$ cat src/rtl/regfile_dump_reader_if.sv
// Bundles the control, register-file read port and output stream of the dump reader.
// The slave modport is the reader itself; the master modport is whoever drives it.
interface regfile_dump_reader_if #(
    parameter int ADDR_W = 5,
    parameter int DATA_W = 32
);
    logic              start;
    logic [ADDR_W-1:0] first_reg;
    logic [ADDR_W-1:0] last_reg;
    logic [ADDR_W-1:0] rd_reg;
    logic [DATA_W-1:0] rd_data;
    logic              out_valid;
    logic              out_ready;
    logic [DATA_W-1:0] out_data;
    logic [ADDR_W-1:0] out_index;
    logic              out_last;
    logic              busy;
    logic              done;

    modport master (
        output start, first_reg, last_reg, rd_data, out_ready,
        input  rd_reg, out_valid, out_data, out_index, out_last, busy, done
    );

    modport slave (
        input  start, first_reg, last_reg, rd_data, out_ready,
        output rd_reg, out_valid, out_data, out_index, out_last, busy, done
    );
endinterface

$ cat src/rtl/regfile_dump_reader.sv
// Walks a (possibly wrapping) range of register-file indices, snapshots each word
// on its own READ cycle and streams it out over a valid/ready handshake.
module regfile_dump_reader #(
    parameter int NUM_REGS = 32,
    parameter int ADDR_W   = 5,
    parameter int DATA_W   = 32
) (
    input  logic                  clk,
    input  logic                  rst,
    regfile_dump_reader_if.slave  bus
);
    localparam logic [ADDR_W-1:0] LAST_IDX = ADDR_W'(NUM_REGS - 1);

    typedef enum logic [1:0] {
        IDLE = 2'd0,
        READ = 2'd1,
        HOLD = 2'd2,
        DONE = 2'd3
    } state_t;

    state_t            state_q, state_d;
    logic [ADDR_W-1:0] idx_q, idx_d;
    logic [ADDR_W-1:0] end_idx_q, end_idx_d;
    logic [DATA_W-1:0] out_data_q, out_data_d;
    logic [ADDR_W-1:0] out_index_q, out_index_d;
    logic              out_last_q, out_last_d;
    logic              out_valid_q, out_valid_d;

    always_ff @(posedge clk) begin
        if (rst) begin
            state_q     <= IDLE;
            idx_q       <= '0;
            end_idx_q   <= '0;
            out_data_q  <= '0;
            out_index_q <= '0;
            out_last_q  <= 1'b0;
            out_valid_q <= 1'b0;
        end else begin
            state_q     <= state_d;
            idx_q       <= idx_d;
            end_idx_q   <= end_idx_d;
            out_data_q  <= out_data_d;
            out_index_q <= out_index_d;
            out_last_q  <= out_last_d;
            out_valid_q <= out_valid_d;
        end
    end

    always_comb begin
        state_d     = state_q;
        idx_d       = idx_q;
        end_idx_d   = end_idx_q;
        out_data_d  = out_data_q;
        out_index_d = out_index_q;
        out_last_d  = out_last_q;
        out_valid_d = out_valid_q;

        unique case (state_q)
            IDLE: begin
                if (bus.start) begin
                    idx_d     = bus.first_reg;
                    end_idx_d = bus.last_reg;
                    state_d   = READ;
                end
            end
            READ: begin
                out_data_d  = bus.rd_data;
                out_index_d = idx_q;
                out_last_d  = (idx_q == end_idx_q);
                out_valid_d = 1'b1;
                state_d     = HOLD;
            end
            HOLD: begin
                // Output fields stay frozen until the consumer takes the word.
                if (out_valid_q && bus.out_ready) begin
                    out_valid_d = 1'b0;
                    if (out_last_q) begin
                        state_d = DONE;
                    end else begin
                        idx_d   = (idx_q == LAST_IDX) ? '0 : idx_q + ADDR_W'(1);
                        state_d = READ;
                    end
                end
            end
            DONE: begin
                state_d = IDLE;
            end
            default: begin
                state_d = IDLE;
            end
        endcase
    end

    assign bus.rd_reg    = (state_q == IDLE) ? '0 : idx_q;
    assign bus.out_valid = out_valid_q;
    assign bus.out_data  = out_data_q;
    assign bus.out_index = out_index_q;
    assign bus.out_last  = out_last_q;
    assign bus.busy      = (state_q != IDLE);
    assign bus.done      = (state_q == DONE);
endmodule

$ cat src/flat_wrapper.sv
// flat-port wrapper written by rule: the top's interface ports become plain ports
module regfile_dump_reader_flat 
#(
    parameter int NUM_REGS = 32,
    parameter int ADDR_W   = 5,
    parameter int DATA_W   = 32
)
  (clk, rst, bus_start, bus_first_reg, bus_last_reg, bus_rd_data, bus_out_ready, bus_rd_reg, bus_out_valid, bus_out_data, bus_out_index, bus_out_last, bus_busy, bus_done);
  regfile_dump_reader_if #(.ADDR_W(ADDR_W), .DATA_W(DATA_W)) bus_i ();
  input  logic clk;
  input  logic rst;
  input wire logic [$bits(bus_i.start)-1:0] bus_start;
  input wire logic [$bits(bus_i.first_reg)-1:0] bus_first_reg;
  input wire logic [$bits(bus_i.last_reg)-1:0] bus_last_reg;
  input wire logic [$bits(bus_i.rd_data)-1:0] bus_rd_data;
  input wire logic [$bits(bus_i.out_ready)-1:0] bus_out_ready;
  output wire logic [$bits(bus_i.rd_reg)-1:0] bus_rd_reg;
  output wire logic [$bits(bus_i.out_valid)-1:0] bus_out_valid;
  output wire logic [$bits(bus_i.out_data)-1:0] bus_out_data;
  output wire logic [$bits(bus_i.out_index)-1:0] bus_out_index;
  output wire logic [$bits(bus_i.out_last)-1:0] bus_out_last;
  output wire logic [$bits(bus_i.busy)-1:0] bus_busy;
  output wire logic [$bits(bus_i.done)-1:0] bus_done;
  assign bus_i.start = bus_start;
  assign bus_i.first_reg = bus_first_reg;
  assign bus_i.last_reg = bus_last_reg;
  assign bus_i.rd_data = bus_rd_data;
  assign bus_i.out_ready = bus_out_ready;
  assign bus_rd_reg = bus_i.rd_reg;
  assign bus_out_valid = bus_i.out_valid;
  assign bus_out_data = bus_i.out_data;
  assign bus_out_index = bus_i.out_index;
  assign bus_out_last = bus_i.out_last;
  assign bus_busy = bus_i.busy;
  assign bus_done = bus_i.done;
  regfile_dump_reader #(.NUM_REGS(NUM_REGS), .ADDR_W(ADDR_W), .DATA_W(DATA_W)) u_core (.clk(clk), .rst(rst), .bus(bus_i));
endmodule
$ cat config.mk
export PLATFORM = sky130hd
export DESIGN_NAME = regfile_dump_reader_flat
export DESIGN_NICKNAME = d
export VERILOG_FILES = /design/src/rtl/regfile_dump_reader_if.sv /design/src/rtl/regfile_dump_reader.sv /design/src/flat_wrapper.sv
export SDC_FILE = /design/constraint.sdc
export NUM_CORES = 1
export LEC_CHECK = 0
export ABC_AREA = 1
export BUFFER_PORTS_ARGS = -buffer_cell sky130_fd_sc_hd__buf_2
export CORE_ASPECT_RATIO = 0.6
export CORE_MARGIN = 2
export CORE_UTILIZATION = 45
export DETAILED_ROUTE_END_ITERATION = 12
export GPL_TIMING_DRIVEN = 0
export MAX_ROUTING_LAYER = met4
export PLACE_DENSITY = 0.88
export SETUP_SLACK_MARGIN = 0.05
export SYNTH_ARGS = -nofsm -noshare
export SYNTH_HDL_FRONTEND = slang
export SYNTH_SLANG_ARGS = --single-unit
$ cat constraint.sdc
create_clock -name clk -period 3.8 [get_ports clk]
set_clock_uncertainty 0.1 [all_clocks]
set_input_delay 0.19 -clock clk [delete_from_list [all_inputs] [get_ports clk]]
set_output_delay 0.19 -clock clk [all_outputs]
set_load 0.02 [all_outputs]
## Word-level counts from Yosys, hierarchy flattened

Index checks and enable logic that the tools add are counted.

| operators by class | value |
|---|---|
| reductions and logical operators | 9 |
| equal/unequal tests | 8 |
| add/subtract/negate cells | 1 |
| multiplexer cells | 12 |

Operator list:

| cell | count |
|---|---|
| $mux W5 | 5 |
| $pmux W5 S2 | 1 |
| $pmux W2 S4 | 1 |
| $mux W2 | 3 |
| $reduce_and A2 Y1 | 3 |
| $reduce_bool A2 Y1 | 3 |
| $add A5 B1 Y5 const B | 1 |
| $eq A5 B5 Y1 | 1 |
| $eq A5 B5 Y1 const B | 1 |
| $eq A2 B2 Y1 const B | 2 |
| $ne A2 B2 Y1 const B | 2 |
| $reduce_and A4 Y1 | 1 |
| $eq A2 B1 Y1 const B | 1 |
| $logic_not A2 Y1 | 1 |
| $ne A2 B1 Y1 const B | 1 |
| $pmux W1 S2 | 1 |
| $logic_and A1 B1 Y1 | 1 |
| $mux W1 | 1 |

| word-level totals | value |
|---|---|
| output and inout port bits | 46 |
| register bits | 51 |
| input bits | 46 |

## Depth between registers and ports, before layout

| depth | value |
|---|---|
| depth after elaboration | 5 |
| depth in mapped cells | 9 |
| gate-level depth less buffers | 9 |

## Worst setup path after synthesis

No wires, ideal clock.

| path | value |
|---|---|
| kind | register to register |
| start | register u_core.idx_q[0] |
| end | register u_core.idx_q[3] |
| cell stages (with the launch flop) | 10 |
| arrival | 1.205 ns |
| path slack | 2.431 ns |
| path through | dfxtp_1 ha_1 nand2_1 nor2_1 ha_1 nor2_1 o21ai_0 nor2_1 nor2_1 nor2_1 |

| between the ends | value |
|---|---|
| word-level cells in the longest chain between the ends | 5 |

RTL lines:

| what | RTL line | RTL |
|---|---|---|
| start, declared | regfile_dump_reader.sv:22 | `logic [ADDR_W-1:0] idx_q, idx_d;` |
| start signal, assigned | regfile_dump_reader.sv:40 | `idx_q <= idx_d;` |
| $add A5 B1 Y5 or $eq A5 B5 Y1 (tied branches) | regfile_dump_reader.sv:80 | `idx_d = (idx_q == LAST_IDX) ? '0 : idx_q + ADDR_W'(1);` |
| $mux W5 * | regfile_dump_reader.sv:80 |  |
| $mux W5 * | regfile_dump_reader.sv:77 | `if (out_last_q) begin` |
| $mux W5 * | regfile_dump_reader.sv:75 | `if (out_valid_q && bus.out_ready) begin` |
| $pmux W5 S2 * | regfile_dump_reader.sv:58 | `unique case (state_q)` |

Every way passes the cells marked *; elsewhere a longest branch is shown, timed or not. The select of a mux whose other input is x is not followed.
A chain may end at the register's enable or synchronous reset.

## Worst setup path after layout

| path | value |
|---|---|
| start | register u_core.state_q[1] |
| end | register u_core.end_idx_q[1] |

| between the ends | value |
|---|---|
| word-level cells in the longest chain between the ends | 2 |

RTL lines:

| what | RTL line | RTL |
|---|---|---|
| start, declared | regfile_dump_reader.sv:21 | `state_t state_q, state_d;` |
| start signal, assigned | regfile_dump_reader.sv:39 | `state_q <= state_d;` |
| $logic_not A2 Y1 | regfile_dump_reader.sv:58 |  |
| $reduce_and A2 Y1 (no source line) | -- |  |
| end signal, assigned | regfile_dump_reader.sv:41 | `end_idx_q <= end_idx_d;` |
| end, declared | regfile_dump_reader.sv:23 | `logic [ADDR_W-1:0] end_idx_q, end_idx_d;` |

Every way passes these cells.

==> reports/qor.yml <==
status: "complete, no violations"
cts_max_path_buffers: 2
drv_slew: 0
synth_compound_area_frac: 0.146
io-pin-count: 92
tightest_slew_ns: 0.378
portBuffers: 91
cpPeakStageDelay_ns: 0.38
synthSimpleGateAreaFrac: 0.275
postSynthCellCount: 278
gp_congestion: 0.852
grt_max_degree: 16
antenna_found_initial: 0
leakage_nw: 1.43
yosysWarnings: 0
design_area_mm2: 0.00268
postCtsSetupRepairBufs: 0
drive_gt1_frac: 0.318
synth_nets: 326
min_period_ns: 1.61
critPathRequiredTime_ns: 3.88
arrival_ns: 1.69
netlist_area_mm2: 0.00203
grt_usage: 0.215
synth_cell_types: 19
synth_adder_area_share: 0.0123
drtIter0Drc: 113
vias_per_cell: 4.81
clock_latency_ns: 0.29
ir_drop_mv: 0.263
syn_area_per_cell_um2: 7.30
post_cts_resized: 0
critPathKind: "reg -> reg"
cpLargestDelayFamily: "simple AND/OR/NAND/NOR gates"
yosys-mux-area-fraction: 0
cap_violations: 0
dieHeight_um: 56
cts_hold_buf: 0
initial_core_util: 0.482
fin_crit_sh: 0.424
drt_wl_total_um: 5230
slew_headroom: 0.748
drc_errors: 0
holdWs_ns: 0.0119
setup_viol_count_final: 0
ys_seq_area_frac: 0.503
grt_pass1_vias: 1972
worst-path-buf-inv: 1
final_util: 0.635
antenna_cells: 0
cp_max_fo: 10
layout.nets: 424
place_ws_ns: 2.22
worst_slack_ns: 2.19
cts-root-buf: "clkbuf_8"
h-tree-depth: 2
fmax_mhz: 620
endpoint_kind: "flop"
ant_nets: 0
clock_sinks: 51
path_cells: "nor2_2 > nand2_2 > buf_2 > o21ai_0 > a21oi_1"
place_area_mm2: 0.00256
tns_ns: 0
clkTransAtPathRegs_ns: 0.09
cts_tree: "done"
rows: 18
synth_top_family_by_area: "simple AND/OR/NAND/NOR gates"
start_kind: "flop"
route.vias.total: 2101
place_hpwl_um: 3900
ys_ff_latch: 51
cts_buffers: 5
hold_viol: 0
die_area_mm2: 0.00508
grt_pass1_wl_um: 8610
crit_slowest_cell: "dfxtp_1"
synthXorXnorAreaFrac: 0.00432
synthToLayoutAreaGrowth_pct: 32.0
power_density_mw_per_mm2: 468
rsz0062_at_grt: "false"
die_width_um: 90.7
wl_per_cell_um: 12.0
core_mm2: 0.00421
hold_path.class: "in -> reg"
grt-ovfl-total: 0
dr.pass1.iters: 4
-- area by class of cell --
class / count / area, um^2
Buffer: 12 / 56.3
Clock buffer: 6 / 82.6
Clock inverter: 2 / 35.0
Fill cell: 377 / 1540
Inverter: 17 / 63.8
Multi-Input combinational cell: 198 / 887
Sequential cell: 51 / 1020
Tap cell: 60 / 75.1
Timing Repair Buffer: 91 / 455
-- placed cells by master, fill, tap and decap left out, drive strengths merged --
master / synthesis / routed
ha: 2 / 2
or2: 1 / 1
nor2: 84 / 84
buf: 9 / 100
a31oi: 1 / 1
xnor2: 1 / 1
nand2: 44 / 44
bufinv: 0 / 1
clkbuf: 3 / 9
dfxtp: 51 / 51
inv: 17 / 17
clkinv: 0 / 1
a21oi: 15 / 15
nand3: 7 / 7
o21ai: 43 / 43
-- sequential cells by signal, indices dropped and copies added (netlist names) --
signal	cells
u_core.idx_q	5
u_core.state_q	2
u_core.bus.out_valid	1
u_core.bus.out_last	1
u_core.end_idx_q	5
u_core.bus.out_index	5
u_core.bus.out_data	32
-- metrics by stage --
stage / instances / power [mW]
after detailed placement: 429 / 0.879
after global routing: 437 / 1.32
after global placement: 429 / 0.872
after floorplan: 278 / 0.782
final: 437 / 1.25
after CTS: 437 / 1.26
-- routing by layer --
layer	vias up	global-route usage	share of wire
li1	1075	-	-
met1	934	0.294	0.49
met2	88	0.320	0.41
met3	4	0.0610	0.098
met4	0	0.0374	0.0054
met5	-	-	0
-- cell usage after synthesis --
master / n / area (um^2)
nand3_1: 7 / 35.0
nand2_4: 1 / 11.3
dfxtp_1: 51 / 1020
xnor2_1: 1 / 8.76
inv_1: 14 / 52.6
o21ai_1: 5 / 25.0
a31oi_1: 1 / 6.26
nor2_4: 2 / 22.5
nand2_1: 39 / 146
nor2_2: 1 / 6.26
ha_1: 2 / 25.0
a21oi_1: 15 / 75.1
or2_2: 1 / 6.26
nor2_1: 81 / 304
o21ai_0: 38 / 190
nand2_2: 4 / 25.0
buf_2: 9 / 45.0
clkbuf_1: 3 / 11.3
inv_2: 3 / 11.3
-- worst min-delay path, stage by stage --
cell and delay (ns):
buf_2 0.07, nor2_1 0.03, nor2_1 0.08
-- final timing paths --
kind / start / endpoint / slack (ns) / cells past startpoint
min: bus_rd_data[31] / u_core.bus.out_data[31] / 0.01 / 3
max: u_core.state_q[1] / u_core.end_idx_q[1] / 2.19 / 5
max reg2reg: u_core.state_q[1] / u_core.end_idx_q[1] / 2.19 / 5
min reg2reg: u_core.end_idx_q[2] / u_core.end_idx_q[2] / 0.38 / 2
-- where the power goes --
part | switching [mW] | internal, mW
logic | 0.167 | 0.0907
clock network | 0.170 | 0.213
registers | 0.0288 | 0.582
total | 0.366 | 0.886
-- kinds of logic after synthesis --
family,Yosys count
AND/OR/NAND/NOR,136
AO/OA/AOI/OAI,59
flip-flops,51
buffers and inverters,29
adder cells (fa/ha/maj),2
XOR/XNOR,1
(Power assumes the default switching activity.)
